===== config.mk =====
export PLATFORM = sky130hd
export DESIGN_NAME = tc_pl_gc_merge_flat
export DESIGN_NICKNAME = d
export VERILOG_FILES = /design/src/rtl/tc_pl_gc_merge_if.sv /design/src/rtl/tc_pl_gc_merge.sv /design/src/flat_wrapper.sv
export SDC_FILE = /design/constraint.sdc
export NUM_CORES = 1
export LEC_CHECK = 0
export BUFFER_PORTS_ARGS = -buffer_cell sky130_fd_sc_hd__buf_2
export CORE_MARGIN = 2
export CORE_UTILIZATION = 50
export CTS_CLUSTER_SIZE = 14
export DETAILED_ROUTE_END_ITERATION = 8
export PLACE_DENSITY_LB_ADDON = 0.1
export SYNTH_ARGS = -nofsm -noshare
export SYNTH_HDL_FRONTEND = slang
export SYNTH_SLANG_ARGS = --single-unit

===== constraint.sdc =====
create_clock -name clk125 -period 11.2 [get_ports clk125]
set_input_delay 2.8 -clock clk125 [delete_from_list [all_inputs] [get_ports clk125]]
set_output_delay 2.8 -clock clk125 [all_outputs]
set_load 0.1 [all_outputs]

===== src/rtl/tc_pl_gc_merge_if.sv =====
// tc_pl_gc_merge_if: merged-word valid/ready stream.
//   Gc_merge_data  : FIFO head word, valid while Gc_mereg_datv is high
//   Gc_mereg_datv  : head word valid (FIFO non-empty)
//   Gc_mereg_datr  : consumer ready; a word is taken when datv & datr
// master = producer (tc_pl_gc_merge), slave = consumer.
interface tc_pl_gc_merge_if #(
   parameter int unsigned ADC0_1 = 56
);
   logic [ADC0_1-1:0] Gc_merge_data;
   logic              Gc_mereg_datv;
   logic              Gc_mereg_datr;

   modport master (output Gc_merge_data, output Gc_mereg_datv, input Gc_mereg_datr);
   modport slave  (input Gc_merge_data, input Gc_mereg_datv, output Gc_mereg_datr);
endinterface


===== src/rtl/tc_pl_gc_merge.sv =====
// tc_pl_gc_merge: on a capture trigger, merges cap_points sets of four ADC
// samples into {ch3,ch2,ch1,ch0} words, buffers them in a 2^FIFO_AW deep
// first-word-fall-through FIFO and streams them out over gc_out.
// Ports:
//   clk125, rst          : clock, synchronous active-high reset
//   adc_ch0..3, adc_datv : channel samples and their strobe
//   Gc_cap_trig          : capture request, accepted only while Gc_capr_rdy
//   cap_points           : sample sets per capture, latched on acceptance
//   Gc_capr_rdy          : idle, ready for a trigger
//   gc_out               : merged-word stream (master)
//   merge_ovf            : sticky, a word was dropped on a full FIFO
//   merge_busy           : capture or drain in progress
// Build option: GC_MERGE_TESTPAT_EN replaces ADC samples by a ramp cnt+k.
module tc_pl_gc_merge #(
   parameter int unsigned ADC_W   = 14,
   parameter int unsigned ADC0_1  = 56,
   parameter int unsigned CAP0_6  = 14,
   parameter int unsigned FIFO_AW = 4
) (
   input  logic                clk125,
   input  logic                rst,
   input  logic [ADC_W-1:0]    adc_ch0,
   input  logic [ADC_W-1:0]    adc_ch1,
   input  logic [ADC_W-1:0]    adc_ch2,
   input  logic [ADC_W-1:0]    adc_ch3,
   input  logic                adc_datv,
   input  logic                Gc_cap_trig,
   input  logic [CAP0_6-1:0]   cap_points,
   output logic                Gc_capr_rdy,
   tc_pl_gc_merge_if.master    gc_out,
   output logic                merge_ovf,
   output logic                merge_busy
);
   localparam int unsigned DEPTH = 1 << FIFO_AW;
   localparam int unsigned OCC_W = FIFO_AW + 1;

   typedef enum logic [1:0] {IDLE, CAPT, DRAIN} state_t;

   state_t              state_q, state_d;
   logic [CAP0_6-1:0]   cnt_q, cnt_d, pts_q, pts_d;
   logic [FIFO_AW-1:0]  wr_ptr_q, wr_ptr_d, rd_ptr_q, rd_ptr_d;
   logic [OCC_W-1:0]    occ_q, occ_d, occ_after_pop;
   logic [ADC0_1-1:0]   mem [DEPTH];
   logic [ADC0_1-1:0]   word_c, head_d, data_q;
   logic                datv_q, ovf_d;
   logic                pop, push_req, push_ok;

   // Sample word source
`ifdef GC_MERGE_TESTPAT_EN
   assign word_c = {ADC_W'(cnt_q + CAP0_6'(3)), ADC_W'(cnt_q + CAP0_6'(2)),
                    ADC_W'(cnt_q + CAP0_6'(1)), ADC_W'(cnt_q)};
`else
   assign word_c = {adc_ch3, adc_ch2, adc_ch1, adc_ch0};
`endif

   assign pop = datv_q & gc_out.Gc_mereg_datr;

   // Next state, capture counter, FIFO bookkeeping
   always_comb begin
      state_d  = state_q;
      cnt_d    = cnt_q;
      pts_d    = pts_q;
      ovf_d    = merge_ovf;
      push_req = 1'b0;
      case (state_q)
         IDLE: begin
            if (Gc_cap_trig) begin
               pts_d   = cap_points;
               cnt_d   = '0;
               ovf_d   = 1'b0;
               state_d = CAPT;
            end
         end
         CAPT: begin
            // exact compare also covers a zero-length capture
            if (cnt_q == pts_q) begin
               state_d = DRAIN;
            end else if (adc_datv) begin
               push_req = 1'b1;
               cnt_d    = cnt_q + CAP0_6'(1);
               if (cnt_d == pts_q) state_d = DRAIN;
            end
         end
         DRAIN: begin
            if (occ_after_pop == '0) state_d = IDLE;
         end
         default: state_d = IDLE;
      endcase

      // a pop in the same cycle frees the slot for a push into a full FIFO
      push_ok = push_req && ((occ_q != OCC_W'(DEPTH)) || pop);
      if (push_req && !push_ok) ovf_d = 1'b1;

      occ_after_pop = occ_q - OCC_W'(pop);
      occ_d         = occ_after_pop + OCC_W'(push_ok);
      rd_ptr_d      = rd_ptr_q + FIFO_AW'(pop);
      wr_ptr_d      = wr_ptr_q + FIFO_AW'(push_ok);

      // registered FWFT head: bypass the pushed word when it becomes the head
      if (occ_d == '0)               head_d = '0;
      else if (occ_after_pop == '0)  head_d = word_c;
      else                           head_d = mem[rd_ptr_d];
   end

   // State register
   always_ff @(posedge clk125) begin
      if (rst) state_q <= IDLE;
      else     state_q <= state_d;
   end

   // Control, pointer and output registers
   always_ff @(posedge clk125) begin
      if (rst) begin
         cnt_q       <= '0;
         pts_q       <= '0;
         wr_ptr_q    <= '0;
         rd_ptr_q    <= '0;
         occ_q       <= '0;
         merge_ovf   <= 1'b0;
         datv_q      <= 1'b0;
         data_q      <= '0;
         Gc_capr_rdy <= 1'b1;
         merge_busy  <= 1'b0;
      end else begin
         cnt_q       <= cnt_d;
         pts_q       <= pts_d;
         wr_ptr_q    <= wr_ptr_d;
         rd_ptr_q    <= rd_ptr_d;
         occ_q       <= occ_d;
         merge_ovf   <= ovf_d;
         datv_q      <= (occ_d != '0);
         data_q      <= head_d;
         Gc_capr_rdy <= (state_d == IDLE);
         merge_busy  <= (state_d != IDLE);
      end
   end

   // FIFO storage, no reset needed: occupancy gates every read
   always_ff @(posedge clk125) begin
      if (push_ok) mem[wr_ptr_q] <= word_c;
   end

   assign gc_out.Gc_merge_data = data_q;
   assign gc_out.Gc_mereg_datv = datv_q;
endmodule


===== src/flat_wrapper.sv =====
// flat-port wrapper written by rule: the top's interface ports become plain ports
module tc_pl_gc_merge_flat 
#(
   parameter int unsigned ADC_W   = 14,
   parameter int unsigned ADC0_1  = 56,
   parameter int unsigned CAP0_6  = 14,
   parameter int unsigned FIFO_AW = 4
)
  (clk125, rst, adc_ch0, adc_ch1, adc_ch2, adc_ch3, adc_datv, Gc_cap_trig, cap_points, Gc_capr_rdy, merge_ovf, merge_busy, gc_out_Gc_merge_data, gc_out_Gc_mereg_datv, gc_out_Gc_mereg_datr);
  tc_pl_gc_merge_if #(.ADC0_1(ADC0_1)) gc_out_i ();
  input  logic clk125;
  input  logic rst;
  input  logic [ADC_W-1:0] adc_ch0;
  input  logic [ADC_W-1:0] adc_ch1;
  input  logic [ADC_W-1:0] adc_ch2;
  input  logic [ADC_W-1:0] adc_ch3;
  input  logic adc_datv;
  input  logic Gc_cap_trig;
  input  logic [CAP0_6-1:0] cap_points;
  output logic Gc_capr_rdy;
  output logic merge_ovf;
  output logic merge_busy;
  output wire logic [$bits(gc_out_i.Gc_merge_data)-1:0] gc_out_Gc_merge_data;
  output wire logic [$bits(gc_out_i.Gc_mereg_datv)-1:0] gc_out_Gc_mereg_datv;
  input wire logic [$bits(gc_out_i.Gc_mereg_datr)-1:0] gc_out_Gc_mereg_datr;
  assign gc_out_Gc_merge_data = gc_out_i.Gc_merge_data;
  assign gc_out_Gc_mereg_datv = gc_out_i.Gc_mereg_datv;
  assign gc_out_i.Gc_mereg_datr = gc_out_Gc_mereg_datr;
  tc_pl_gc_merge #(.ADC_W(ADC_W), .ADC0_1(ADC0_1), .CAP0_6(CAP0_6), .FIFO_AW(FIFO_AW)) u_core (.clk125(clk125), .rst(rst), .adc_ch0(adc_ch0), .adc_ch1(adc_ch1), .adc_ch2(adc_ch2), .adc_ch3(adc_ch3), .adc_datv(adc_datv), .Gc_cap_trig(Gc_cap_trig), .cap_points(cap_points), .Gc_capr_rdy(Gc_capr_rdy), .gc_out(gc_out_i), .merge_ovf(merge_ovf), .merge_busy(merge_busy));
endmodule

# Word level (Yosys, flattened, before mapping)
# Memory sizes are Yosys's and may differ from the RTL's.
# Cells that the tools add are included.
[totals] regBits=103 memories=1 ramBits=896
[op_classes] reduce_logical=17 eq_ne=8 n_bitwise=1 mux=19 addsub=5
[mem_list] memory="u_core.mem" depth=16 word_bits=56 read_ports=1 rd_clocked_by_memory_dff=0 wr=1 line_no="tc_pl_gc_merge.sv:43" text="logic [ADC0_1-1:0] mem [DEPTH];"
[op_table] cell="$mux 56" count=1
[op_table] cell="$mux 14" count=3
[op_table] cell="$eq 14x14->1" count=2
[op_table] cell="$pmux 14 s2" count=1
[op_table] cell="$add 14x1->14 const B" count=1
[op_table] cell="$logic_not 5->1" count=2
[op_table] cell="$mux 2" count=5
[op_table] cell="$add 4x1->4" count=2
[op_table] cell="$mux 1" count=8
[op_table] cell="$reduce_bool 2->1" count=4
[op_table] cell="$ne 2x2->1 const B" count=3
[op_table] cell="$pmux 2 s3" count=1
[op_table] cell="$add 5x1->5" count=1
[op_table] cell="$ne 5x5->1 const B" count=1
[op_table] cell="$reduce_bool 5->1" count=1
[op_table] cell="$sub 5x1->5" count=1
[op_table] cell="$logic_not 2->1" count=2
[op_table] cell="$reduce_and 2->1" count=2
[op_table] cell="$reduce_and 4->1" count=1
[op_table] cell="$eq 2x1->1 const B" count=1
[op_table] cell="$eq 2x2->1 const B" count=1
[op_table] cell="$logic_and 1x1->1" count=2
[op_table] cell="$reduce_or 2->1" count=1
[op_table] cell="$and 1x1->1" count=1
[op_table] cell="other kinds (2)" count=2

# Depth between registers and ports, before layout
# Gate-level depths: netlist of the first run.
[logic_depth] depth_word=8 depth_mapped=16 mapped_depth_nobuf=12

# Least setup slack after synthesis of the first run
# No wires, ideal clock.
[synth_timing] kind="in2reg" startpoint="in gc_out_Gc_mereg_datr" endpoint="mem u_core.mem[1][0], enable pin" path_stages=4 path_buffers=0 t_required_ps=10592 arrival_ps=8642 setup_slack_ps=1949 cell_sequence="and2_1 -> nor4_1 -> nand3b_2 -> nor4_1"
[synth_via] elab_chain_cells=5
[synth_rtl] item="start, declared" line_no="flat_wrapper.sv:25" text="input wire logic [$bits(gc_out_i.Gc_mereg_datr)-1:0] gc_out_Gc_mereg_datr;"
[synth_rtl] item="$and 1x1->1" line_no="tc_pl_gc_merge.sv:56" text="assign pop = datv_q & gc_out.Gc_mereg_datr;"
[synth_rtl] item="$logic_or 1x1->1" line_no="tc_pl_gc_merge.sv:91" text="push_ok = push_req && ((occ_q != OCC_W'(DEPTH)) || pop);"
[synth_rtl] item="$logic_and 1x1->1" line_no="tc_pl_gc_merge.sv:91"
[synth_rtl] item="$mux 1" line_no="tc_pl_gc_merge.sv:140" text="if (push_ok) mem[wr_ptr_q] <= word_c;"
[synth_rtl] item="$mux 1 (not written as such)" line_no="tc_pl_gc_merge.sv:140"
[synth_rtl] item="end, declared" line_no="tc_pl_gc_merge.sv:43"
# No other way between the ends.

# Worst setup path after layout of the first run
[layout_timing] startpoint="in gc_out_Gc_mereg_datr" endpoint="reg u_core.data_q[26], in the netlist u_core.gc_out.Gc_merge_data[26]"
[layout_via] elab_chain_cells=6 elab_cells_between_ends=11
[layout_rtl] item="$and 1x1->1 (*)" line_no="tc_pl_gc_merge.sv:56"
[layout_rtl] item="branches (longest 5 deep; another with $sub 5x1->5)"
[layout_rtl] item="end signal, assigned" line_no="tc_pl_gc_merge.sv:121" text="data_q <= '0;"
[layout_rtl] item="end signal, assigned" line_no="tc_pl_gc_merge.sv:132" text="data_q <= head_d;"
[layout_rtl] item="end, declared" line_no="tc_pl_gc_merge.sv:44" text="logic [ADC0_1-1:0] word_c, head_d, data_q;"
# Mark *: on every way between the ends.
# A chain may end at the register's enable or synchronous reset.

==> summary.md, run 1 <==
| Metric | Value |
|---|---|
| Status | completed |
| CTS clk-pin slew, worst paths | 60 ps |
| Syn-to-layout area delta | 13.4% |
| Initial Util | 0.505 |
| Maximum clock rate | about 0.17 GHz |
| Worst setup SP type | input port |
| Leak | between 10 and 15 nW |
| Pwr/cell area | roughly 230 mW/mm^2 |
| Setup violations, final | 0 |
| CTS tree | built |
| Mux cell area share after synthesis | 0.166 |
| Max-cap violations | 0 |
| Die height | 281 um |
| Critical Path AT | 6510 ps |
| Final instance area | between 0.04 and 0.05 sq mm |
| Routability cong. | ~0.76 |
| Via count | around 18000 |
| Distinct cells, synth | 58 |
| Slew @ Worst Pin | 1100 ps |
| DR vias/cell | between 6 and 7 |
| Routed wire length | between 80000 and 90000 um |
| Fillers | roughly 5600 |
| Final hold viol count | 0 |
| TritonCTS buffer count | 100 |
| Sequential-to-total area share from yosys stat | 0.757 |
| Layout cell share with drive strength beyond 1 | 0.316 |
| Worst rel slew slack | 0.268 |
| # resized after CTS | 0 |
| Largest family of logic cells by synthesized area | multiplexers |
| CP Data Required Time | about 12000 ps |
| Input/output buffers | between 100 and 150 |
| Pin count of the biggest net entering global routing | around 120 |
| Number of synthesized flops with an enable pin | about 900 |
| Worst-Skew Late Latency | about 660 ps |
| Top post-synthesis cells by count | edfxtp_1 (896), mux4_2 (276), nand2_1 (154), dfxtp_1 (103), a21oi_1 (51) |
| Reg area | 0.0290 sq mm |
| RSZ-0062 raised after global routing | no |
| First-pass GRT wire length | 128000 um |
| Antenna violations before repair | 6 |
| Top-area cell type share of the netlist area | 0.703 |
| Ys flop type | edfxtp_1 |
| Synth area leaders | edfxtp_1 (70%), mux4_2 (16%), dfxtp_1 (5.4%) |
| Drt wl/cell | approximately 29 um |
| Flops & latches, synth | 999 |
| ANT cells | 0 |
| R2r setup slk | ~6600 ps |
| Post-synthesis compound-gate area fraction | 0.0180 |
| Synth Area per Inst | between 20 and 25 sq um |
| Post-DP HPWL | ~43000 um |
| Syn Nets | about 1900 |
| Most frequent cell after synthesis | edfxtp_1 |
| HP Class | flip-flop to flip-flop |
| H-tree levels | 3 |
| Max FO, Critical Path | 44 |
| Core Box Area | between 0.07 and 0.08 sq mm |
| Gr usage total | 0.226 |
| Num Clock Sinks | 999 |
| Slew Viols, Final | 0 |
| Netlist Area Pre-Place | between 0.03 and 0.04 sq mm |
| Total grt overflow | 0 |
| Area of the multi-input gates | 0.00887 sq mm |
| Fin nets | ~2100 |
| Hold slack | around 470 ps |
| Worst VDD drop | around 280 uV |
| Layout Skew | between 20 and 30 ps |
| Cell count after synthesis | around 1800 |
| Final period utilization | 0.538 |
| Hold buffer count at cts | 0 |
| Top-Level Pins | 135 |
| Post-layout power | approximately 10 mW |
| # rows | between 100 and 150 |
| # Post-CTS Setup Buffers | 0 |
| Die footprint | 0.0788 sq mm |
| Setup Crit Path Kind | input port to flip-flop |
| Min Tclk post-route | ~6000 ps |
| DP Area | 0.0401 sq mm |
| Largest area contributor in the netlist | edfxtp_1 |
| Root Buffer | clkbuf_16 |
| DRC Markers | 0 |
| Vias in the first global route | 19100 |
| Fin util | 0.572 |
| Synth Area in Adders | 0.00294 |
| ANT nets after route | 0 |
| Synth Warn # | 0 |
| Chip Width | 281 um |
| Clock tree buffer depth | 3 |
| Setup_tns | 0 ps |
| DR pass1 iterations | 5 |
| Simple-Gate Fraction of Synth Area | 0.0320 |
| Ys async rst share | 0 |
| Starting DRT DRC Count | roughly 1400 |
| Post-Synth XOR/XNOR Area | 0.00778 |
| Crit path capture type | flip-flop |
==> per-stage QoR <==
stage,std cells,worst slack [ps]
floorplan,1803,1950
global placement,2856,4590
detailed placement,2856,4560
CTS,3045,5250
global route,3045,4910
finish,3045,5180
==> worst paths after layout <==
kind                            cells after the start                              end                 start
worst min register to register                      2                  u_core.pts_q[4]       u_core.pts_q[4]
worst max-delay path                               12  u_core.gc_out.Gc_merge_data[26]  gc_out_Gc_mereg_datr
worst min-delay path                                2                  u_core.pts_q[4]       u_core.pts_q[4]
worst max register to register                     13  u_core.gc_out.Gc_merge_data[26]       u_core.cnt_q[4]
==> kinds of logic after synthesis <==
group                      after synthesis
AOI/OAI and AO/OA                      104
and+or+nand+nor                        265
DFF                                    999
adders and majority gates                9
muxes                                  284
xor gates and xnor gates                34
buffers and inverters                  108
==> per-layer routing <==
metal,global-route usage,part of all wire,vias to the layer above
met5,0,0.00031,-
li1,-,-,7760
met4,0.0495,0.019,4
met3,0.0376,0.053,121
met1,0.319,0.43,9911
met2,0.376,0.50,494
==> area by class of cell <==
| cell class | count | area share |
|---|---|---|
| Clock buffer | 157 | 0.0672 |
| Clock inverter | 32 | 0.00871 |
| Sequential cell | 999 | 0.667 |
| Tap cell | 978 | 0.0282 |
| Inverter | 9 | 0.000778 |
| Timing Repair Buffer | 174 | 0.0232 |
| Multi-Input combinational cell | 696 | 0.204 |
==> sequential cells by signal, summed over array words and instances, names as in the netlist <==
register	cells
u_core.Gc_capr_rdy	1
u_core.cnt_q	14
u_core.gc_out.Gc_mereg_datv	1
u_core.gc_out.Gc_merge_data	56
u_core.mem	896
u_core.merge_busy	1
u_core.merge_ovf	1
u_core.occ_q	5
u_core.pts_q	14
u_core.rd_ptr_q	4
u_core.state_q	2
u_core.wr_ptr_q	4
==> placed cells by master, fill, tap and decap left out, types with 29 or more instances in the layout <==
| master | count |
|---|---|
| a21oi_1 | 51 |
| a21oi_2 | 29 |
| buf_2 | 134 |
| buf_4 | 37 |
| clkbuf_1 | 37 |
| clkbuf_16 | 100 |
| dfxtp_1 | 103 |
| edfxtp_1 | 896 |
| mux4_2 | 276 |
| nand2_1 | 154 |
==> where the power goes <==
| group | leakage [nW] | internal [mW] | switching [mW] |
|---|---|---|---|
| registers | 8.90 | 4.17 | 0.0528 |
| logic | 3.41 | 0.943 | 1.61 |
| clock network | 1.61 | 1.93 | 1.37 |
==> critical path: stages <==
cell and delay [ps]:
buf_2 90, and2_1 250, nor4_1 540, nor2_1 140, ha_1 240, ha_1 250, a2111oi_0 370, a31oi_1 100
xor2_1 260, a41o_4 470, buf_4 850, a21oi_1 90
(Power assumes the default switching activity.)
==> run 2, diff against run 1 <==
==> constraint.sdc (replaced) <==
create_clock -name clk125 -period 6.05 [get_ports clk125]
set_input_delay 1.5125 -clock clk125 [delete_from_list [all_inputs] [get_ports clk125]]
set_output_delay 1.5125 -clock clk125 [all_outputs]
set_load 0.1 [all_outputs]
==> run 2 against run 1 <==
Wire length down 1.6%. Register-to-register slack worse by 4900 ps. Via count about the same. Critical path depth did not move. Worst setup slack lost 3600 ps. Utilization rose by 0.31 points. Non-clock buffer count grew 16. Sequential cell count is the same. Count of clock-buffer cells in the layout fell by 12. Combinational power grew 88%. Sequential power grew 85%.
==> summary.md, run 2 (synthesized netlist as in run 1, its figures left out) <==
| Metric | Value |
|---|---|
| Status | completed (unchanged) |
| Syn-to-layout area delta | 14.0% (was 13.4%) |
| Commonest cells after routing, fill and taps aside | edfxtp_1 (896), mux4_2 (276), nand2_1 (154), buf_2 (134), clkbuf_16 (105) (was edfxtp_1 (896), mux4_2 (276), nand2_1 (154), buf_2 (134), dfxtp_1 (103)) |
| Largest register by flop count | u_core.mem (unchanged) |
| CTS tree | built (unchanged) |
| Setup violations, final | 0 (unchanged) |
| Leak | 14.0 nW (was 13.9 nW) |
| First-pass GRT wire length | 126000 um (was 128000 um) |
| Routability cong. | 0.783 (was 0.764) |
| Input/output buffers | 134 (unchanged) |
| Final period utilization | 0.734 |
| Worst-Skew Late Latency | 650 ps (was 660 ps) |
| Reg2reg end | u_core.gc_out.Gc_merge_data[43] (was u_core.gc_out.Gc_merge_data[26]) |
| # resized after CTS | 0 (unchanged) |
| RSZ-0062 raised after global routing | no (unchanged) |
| Worst VDD drop | 387 uV (was 277 uV) |
| Root Buffer | clkbuf_16 (unchanged) |
| Largest register FFs | 896 (unchanged) |
| Min Tclk post-route | 4440 ps |
| Initial Util | 0.505 (unchanged) |
| Most common cell after layout, fill and taps aside | edfxtp_1 (unchanged) |
| Final hold viol count | 0 (unchanged) |
| # Post-CTS Setup Buffers | 0 (unchanged) |
| DRC Markers | 0 (unchanged) |
| Final instance area | 0.0436 sq mm (was 0.0434 sq mm) |
| Num Clock Sinks | 999 (unchanged) |
| # rows | 101 (unchanged) |
| Worst setup SP type | input port (unchanged) |
| Die footprint | 0.0788 sq mm (unchanged) |
| Core Box Area | 0.0758 sq mm (unchanged) |
| Hold path depth | 2 (unchanged) |
| Maximum clock rate | 0.225 GHz |
| Total grt overflow | 0 (unchanged) |
| Via count | 18300 (about the same) |
| Clock tree buffer depth | 3 (unchanged) |
| Slew @ Worst Pin | 1010 ps (was 1100 ps) |
| Antenna violations before repair | 7 (was 6) |
| Setup_tns | 0 ps (unchanged) |
| TritonCTS buffer count | 101 (was 100) |
| Worst reg2reg path depth | 13 (unchanged) |
| H-tree levels | 3 (unchanged) |
| HP Class | flip-flop to flip-flop (unchanged) |
| Top-Level Pins | 135 (unchanged) |
| Layout cell share with drive strength beyond 1 | 0.319 (was 0.316) |
| Pwr/cell area | 426 mW/mm^2 (was 232 mW/mm^2) |
| CP Data Required Time | 6570 ps (was 11690 ps) |
| Chip Width | 281 um (unchanged) |
| Gr usage total | 0.223 (was 0.226) |
| Die height | 281 um (unchanged) |
| Fillers | 5581 (was 5638) |
| Vias in the first global route | 19200 (was 19100) |
| DP Area | 0.0404 sq mm (was 0.0401 sq mm) |
| Setup Crit Path Kind | input port to flip-flop (unchanged) |
| Origin of the critical flop-to-flop path | u_core.cnt_q[8] (was u_core.cnt_q[4]) |
| R2r setup slk | 1760 ps (was 6630 ps) |
| Layout Skew | 19.0 ps (was 27.9 ps) |
| Max FO, Critical Path | 30 (was 44) |
| ANT nets after route | 0 (unchanged) |
| Routed wire length | 85600 um (was 87100 um) |
| Pin count of the biggest net entering global routing | 60 (was 124) |
| Max-cap violations | 0 (unchanged) |
| Slew Viols, Final | 0 (unchanged) |
| Starting DRT DRC Count | 1575 (was 1395) |
| CTS clk-pin slew, worst paths | 60 ps (about the same) |
| WHS Endpoint | u_core.pts_q[4] (unchanged) |
| Critical Path AT | 4970 ps (was 6510 ps) |
| Drt wl/cell | 28.0 um (was 28.6 um) |
| Fin nets | 2081 (was 2064) |
| Worst rel slew slack | 0.328 (was 0.268) |
| Crit path capture type | flip-flop (unchanged) |
| DR vias/cell | 5.98 (was 6.01) |
| Hold wc startpoint | u_core.pts_q[4] (unchanged) |
| Post-DP HPWL | 42600 um (was 43100 um) |
| Hold buffer count at cts | 0 (unchanged) |
| Post-layout power | 18.6 mW (was 10.1 mW) |
| DR pass1 iterations | 5 (unchanged) |
==> run 2: changes by cell type in the layout (fill, tap and decap cells not counted), moves of 2 or more <==
cell       delta
clkbuf_1      -3
nor3_2        -2
nor3_4        +2
buf_12       +16
clkinv_1      +7
clkbuf_8     -14
clkbuf_16     +5
clkinv_2      +9
clkinv_8      -2
==> run 2: cell type report <==
cell class | instances | area, sq um | area share
Sequential cell | 999 | 29000 | 0.664
Multi-Input combinational cell | 696 | 8890 | 0.204
Clock buffer | 145 | 2840 | 0.0650
Timing Repair Buffer | 190 | 1330 | 0.0305
Tap cell | 978 | 1220 | 0.0280
Clock inverter | 43 | 348 | 0.00797
Inverter | 9 | 33.8 | 0.000774
Antenna cell | 1 | 2.50 | 0.0000574
==> run 2: through the flow <==
stage                     setup WS [ps]  std cells  utilization  hold WS (ps)
after detailed placement            973       2872        0.533           469
final                              1610       3061        0.575           472
after CTS                          1650       3060        0.575           477
after global routing               1450       3061        0.575           504
after global placement             1080       2872        0.533           467
after floorplan                     303       1803            -           448
==> run 2: critical path: stages <==
cell       delay, ps
buf_2             90
and2_1           230
nor4_1           550
nor2_1           140
ha_1             240
ha_1             250
a2111oi_0        520
a31oi_1          110
xor2_1           220
a41o_4           700
buf_4            330
a21oi_1           60
==> run 2: how the worst max path moves through the flow <==
stage	slack, ps	end	cells after the start	startpoint
finish	1610	u_core.gc_out.Gc_merge_data[43]	12	gc_out_Gc_mereg_datr
global route	1450	u_core.gc_out.Gc_merge_data[43]	13	u_core.cnt_q[11]
CTS	1650	u_core.gc_out.Gc_merge_data[43]	12	gc_out_Gc_mereg_datr
detailed placement	970	u_core.gc_out.Gc_merge_data[43]	12	gc_out_Gc_mereg_datr
global placement	1080	u_core.gc_out.Gc_merge_data[43]	12	gc_out_Gc_mereg_datr
floorplan	300	u_core.mem[0][0]	5	gc_out_Gc_mereg_datr
==> run 2: report_power, final <==
group,internal [mW],switching (mW),leakage [nW],total [mW]
Sequential,7.71,0.0888,8.90,7.80
Combinational,1.84,2.96,3.54,4.80
Clock,3.47,2.52,1.57,5.99
Total,13.0,5.57,14.0,18.6
==> run 2: layer usage <==
layer,wire length [um],track usage,vias to the layer above
li1,-,-,7820
met1,36400,0.312,9817
met2,43200,0.373,539
met3,4450,0.0316,110
met4,1520,0.0580,6
met5,41,0,-
==> run 3, diff against run 2 <==
==> constraint.sdc (replaced) <==
create_clock -name clk125 -period 4.05 [get_ports clk125]
set_input_delay 1.0125 -clock clk125 [delete_from_list [all_inputs] [get_ports clk125]]
set_output_delay 1.0125 -clock clk125 [all_outputs]
set_load 0.1 [all_outputs]
==> run 3 against run 2 <==
Register-to-register slack worse by 1100 ps. Clock skew rose by 8.1 ps. First-iteration DRC count up 15%. Worst setup slack got worse by 990 ps. Global-route usage shrank 0.27 points. Sequential share of layout area down 0.63 points. Sequential cell count did not move. Largest cell class unchanged.
==> summary.md, run 3 (synthesized netlist as in run 1, its figures left out) <==
| Metric | Value |
|---|---|
| DRC Markers | 0 (unchanged) |
| Layout Skew | 27.2 ps (was 19.0 ps) |
| Slew Viols, Final | 0 (unchanged) |
| Comb pwr share | 0.264 (was 0.258) |
| Worst setup SP type | flip-flop (was input port) |
| Fin nets | 2097 (was 2081) |
| Hold buffer count at cts | 0 (unchanged) |
| CTS tree | built (unchanged) |
| Largest register by flop count | u_core.mem (unchanged) |
| R2r setup slk | 620 ps (was 1760 ps) |
| Routed wire length | 84800 um (was 85600 um) |
| P_int | 19.6 mW (was 13.0 mW) |
| Total grt overflow | 0 (unchanged) |
| Commonest cells after routing, fill and taps aside | edfxtp_1 (896), mux4_2 (276), nand2_1 (154), buf_2 (134) (was edfxtp_1 (896), mux4_2 (276), nand2_1 (154), buf_2 (134), clkbuf_16 (105)) |
| Setup Crit Path Kind | flip-flop to flip-flop (was input port to flip-flop) |
| Setup violations, final | 0 (unchanged) |
| Routability cong. | 0.790 (was 0.783) |
| RSZ-0062 raised after global routing | no (unchanged) |
| Vias in the first global route | 19200 (about the same) |
| Worst rel slew slack | 0.454 (was 0.328) |
| Post-DP HPWL | 44700 um (was 42600 um) |
| Chip Width | 281 um (unchanged) |
| Layout cell share with drive strength beyond 1 | 0.326 (was 0.319) |
| Crit path capture type | flip-flop (unchanged) |
| DR vias/cell | 5.97 (was 5.98) |
| Final period utilization | 0.847 |
| Register share of total power | 0.416 (was 0.420) |
| Starting DRT DRC Count | 1807 (was 1575) |
| Clk network pwr share | 0.320 (was 0.322) |
| # Post-CTS Setup Buffers | 0 (unchanged) |
| Core Box Area | 0.0758 sq mm (unchanged) |
| Gr usage total | 0.220 (was 0.223) |
| Hold wc startpoint | u_core.pts_q[8] (was u_core.pts_q[4]) |
| Post-layout power | 28.0 mW (was 18.6 mW) |
| Die footprint | 0.0788 sq mm (unchanged) |
| Origin of the critical flop-to-flop path | u_core.pts_q[11] (was u_core.cnt_q[8]) |
| DP Cell Count | 2887 (was 2872) |
| Sw Share | 0.299 (was 0.300) |
| CTS clk-pin slew, worst paths | 60 ps (about the same) |
| Num Clock Sinks | 999 (unchanged) |
| # resized after CTS | 0 (unchanged) |
| CP Data Required Time | 4580 ps (was 6570 ps) |
| Fillers | 5562 (was 5581) |
| Final hold viol count | 0 (unchanged) |
| Syn-to-layout area delta | 15.1% (was 14.0%) |
| Pin count of the biggest net entering global routing | 59 (was 60) |
| Via count | 18400 (was 18300) |
| Worst-Skew Late Latency | 650 ps (about the same) |
| Setup_tns | 0 ps (unchanged) |
| Clock tree buffer depth | 3 (unchanged) |
| HP Class | flip-flop to flip-flop (unchanged) |
| Maximum clock rate | ~0.29 GHz |
| ANT nets after route | 0 (unchanged) |
| Max FO, Critical Path | 25 (was 30) |
| Max-cap violations | 0 (unchanged) |
| Die height | 281 um (unchanged) |
| WHS Endpoint | u_core.pts_q[8] (was u_core.pts_q[4]) |
| Antenna violations before repair | 3 (was 7) |
| Pwr/cell area | 636 mW/mm^2 (was 426 mW/mm^2) |
| Slew @ Worst Pin | 819 ps (was 1010 ps) |
| Min Tclk post-route | roughly 3400 ps |
| TritonCTS buffer count | 102 (was 101) |
| # rows | 101 (unchanged) |
| Fin util | 0.581 (was 0.575) |
| Drt wl/cell | 27.6 um (was 28.0 um) |
| ANT cells | 0 (was 1) |
| Top-Level Pins | 135 (unchanged) |
| Leak | 14.2 nW (was 14.0 nW) |
| Initial Util | 0.505 (unchanged) |
| First-pass GRT wire length | 126000 um (about the same) |
| Root Buffer | clkbuf_16 (unchanged) |
| Hold path depth | 2 (unchanged) |
| Worst reg2reg path depth | 13 (unchanged) |
| Largest register FFs | 896 (unchanged) |
| Non-Filler Instances | 3077 (was 3061) |
| Most common cell after layout, fill and taps aside | edfxtp_1 (unchanged) |
| Status | completed (unchanged) |
| DR pass1 iterations | 5 (unchanged) |
| Reg2reg end | u_core.gc_out.Gc_merge_data[3] (was u_core.gc_out.Gc_merge_data[43]) |
| Switching power | 8.39 mW (was 5.57 mW) |
| Critical Path AT | 3960 ps (was 4970 ps) |
| Input/output buffers | 134 (unchanged) |
| Worst VDD drop | 451 uV (was 387 uV) |
| H-tree levels | 3 (unchanged) |
==> run 3: cell type report <==
type / instances / area, sq um / area share
clock buffers: 161 / 2960 / 0.0671
well taps: 978 / 1220 / 0.0278
multi-input cells: 696 / 8890 / 0.202
inverters: 9 / 33.8 / 0.000767
clock inverters: 29 / 260 / 0.00591
flip-flops and latches: 999 / 29000 / 0.658
repair buffers: 205 / 1720 / 0.0390
==> run 3: worst max-delay path, cell delays in order, from the launching register on <==
cell       delay [ps]
dfxtp_1           450
xor2_1            140
nor4_1            380
nand4_2           280
nand3_2           170
nor2_1             70
ha_1              220
ha_1              240
a2111oi_0         370
a31oi_1           100
xor2_1            240
a41o_4            320
buf_12            230
a21oi_2            50
==> run 3: worst max-delay path by stage <==
stage                     slack, ps  depth (start not counted)                         from                         endpoint
after floorplan                -550                          5  u_core.gc_out.Gc_mereg_datv                u_core.mem[10][0]
after global placement          250                         12         gc_out_Gc_mereg_datr  u_core.gc_out.Gc_merge_data[22]
after detailed placement        210                         12         gc_out_Gc_mereg_datr  u_core.gc_out.Gc_merge_data[24]
after CTS                       630                          8              u_core.cnt_q[6]                u_core.mem[4][46]
after global routing            310                         13              u_core.cnt_q[4]  u_core.gc_out.Gc_merge_data[19]
final                           620                         13             u_core.pts_q[11]   u_core.gc_out.Gc_merge_data[3]
==> run 3: power groups by stage <==
stage | logic [mW] | registers [mW] | clock network (mW)
6_report | 7.41 | 11.6 | 8.96
5_1_grt | 7.89 | 11.7 | 9.54
4_1_cts | 7.53 | 11.6 | 9.16
3_5_place_dp | 7.51 | 11.9 | 0
3_3_place_gp | 7.45 | 11.9 | 0
2_1_floorplan | 4.32 | 13.1 | 0
==> run 3: routing by layer <==
layer / global-route usage / wire (um) / vias up
li1: - / - / 7840
met1: 0.313 / 36600 / 9875
met2: 0.363 / 42200 / 526
met3: 0.0303 / 4100 / 130
met4: 0.0591 / 1840 / 2
met5: 0 / 13 / -
==> run 3: per-stage QoR <==
stage / hold slack (ps) / cell area [sq um] / setup slack, ps
after global routing: 487 / 44000 / 308
after floorplan: 448 / 38300 / -548
after global placement: 468 / 40800 / 246
after CTS: 474 / 44000 / 628
after detailed placement: 464 / 40800 / 208
final: 469 / 44000 / 618
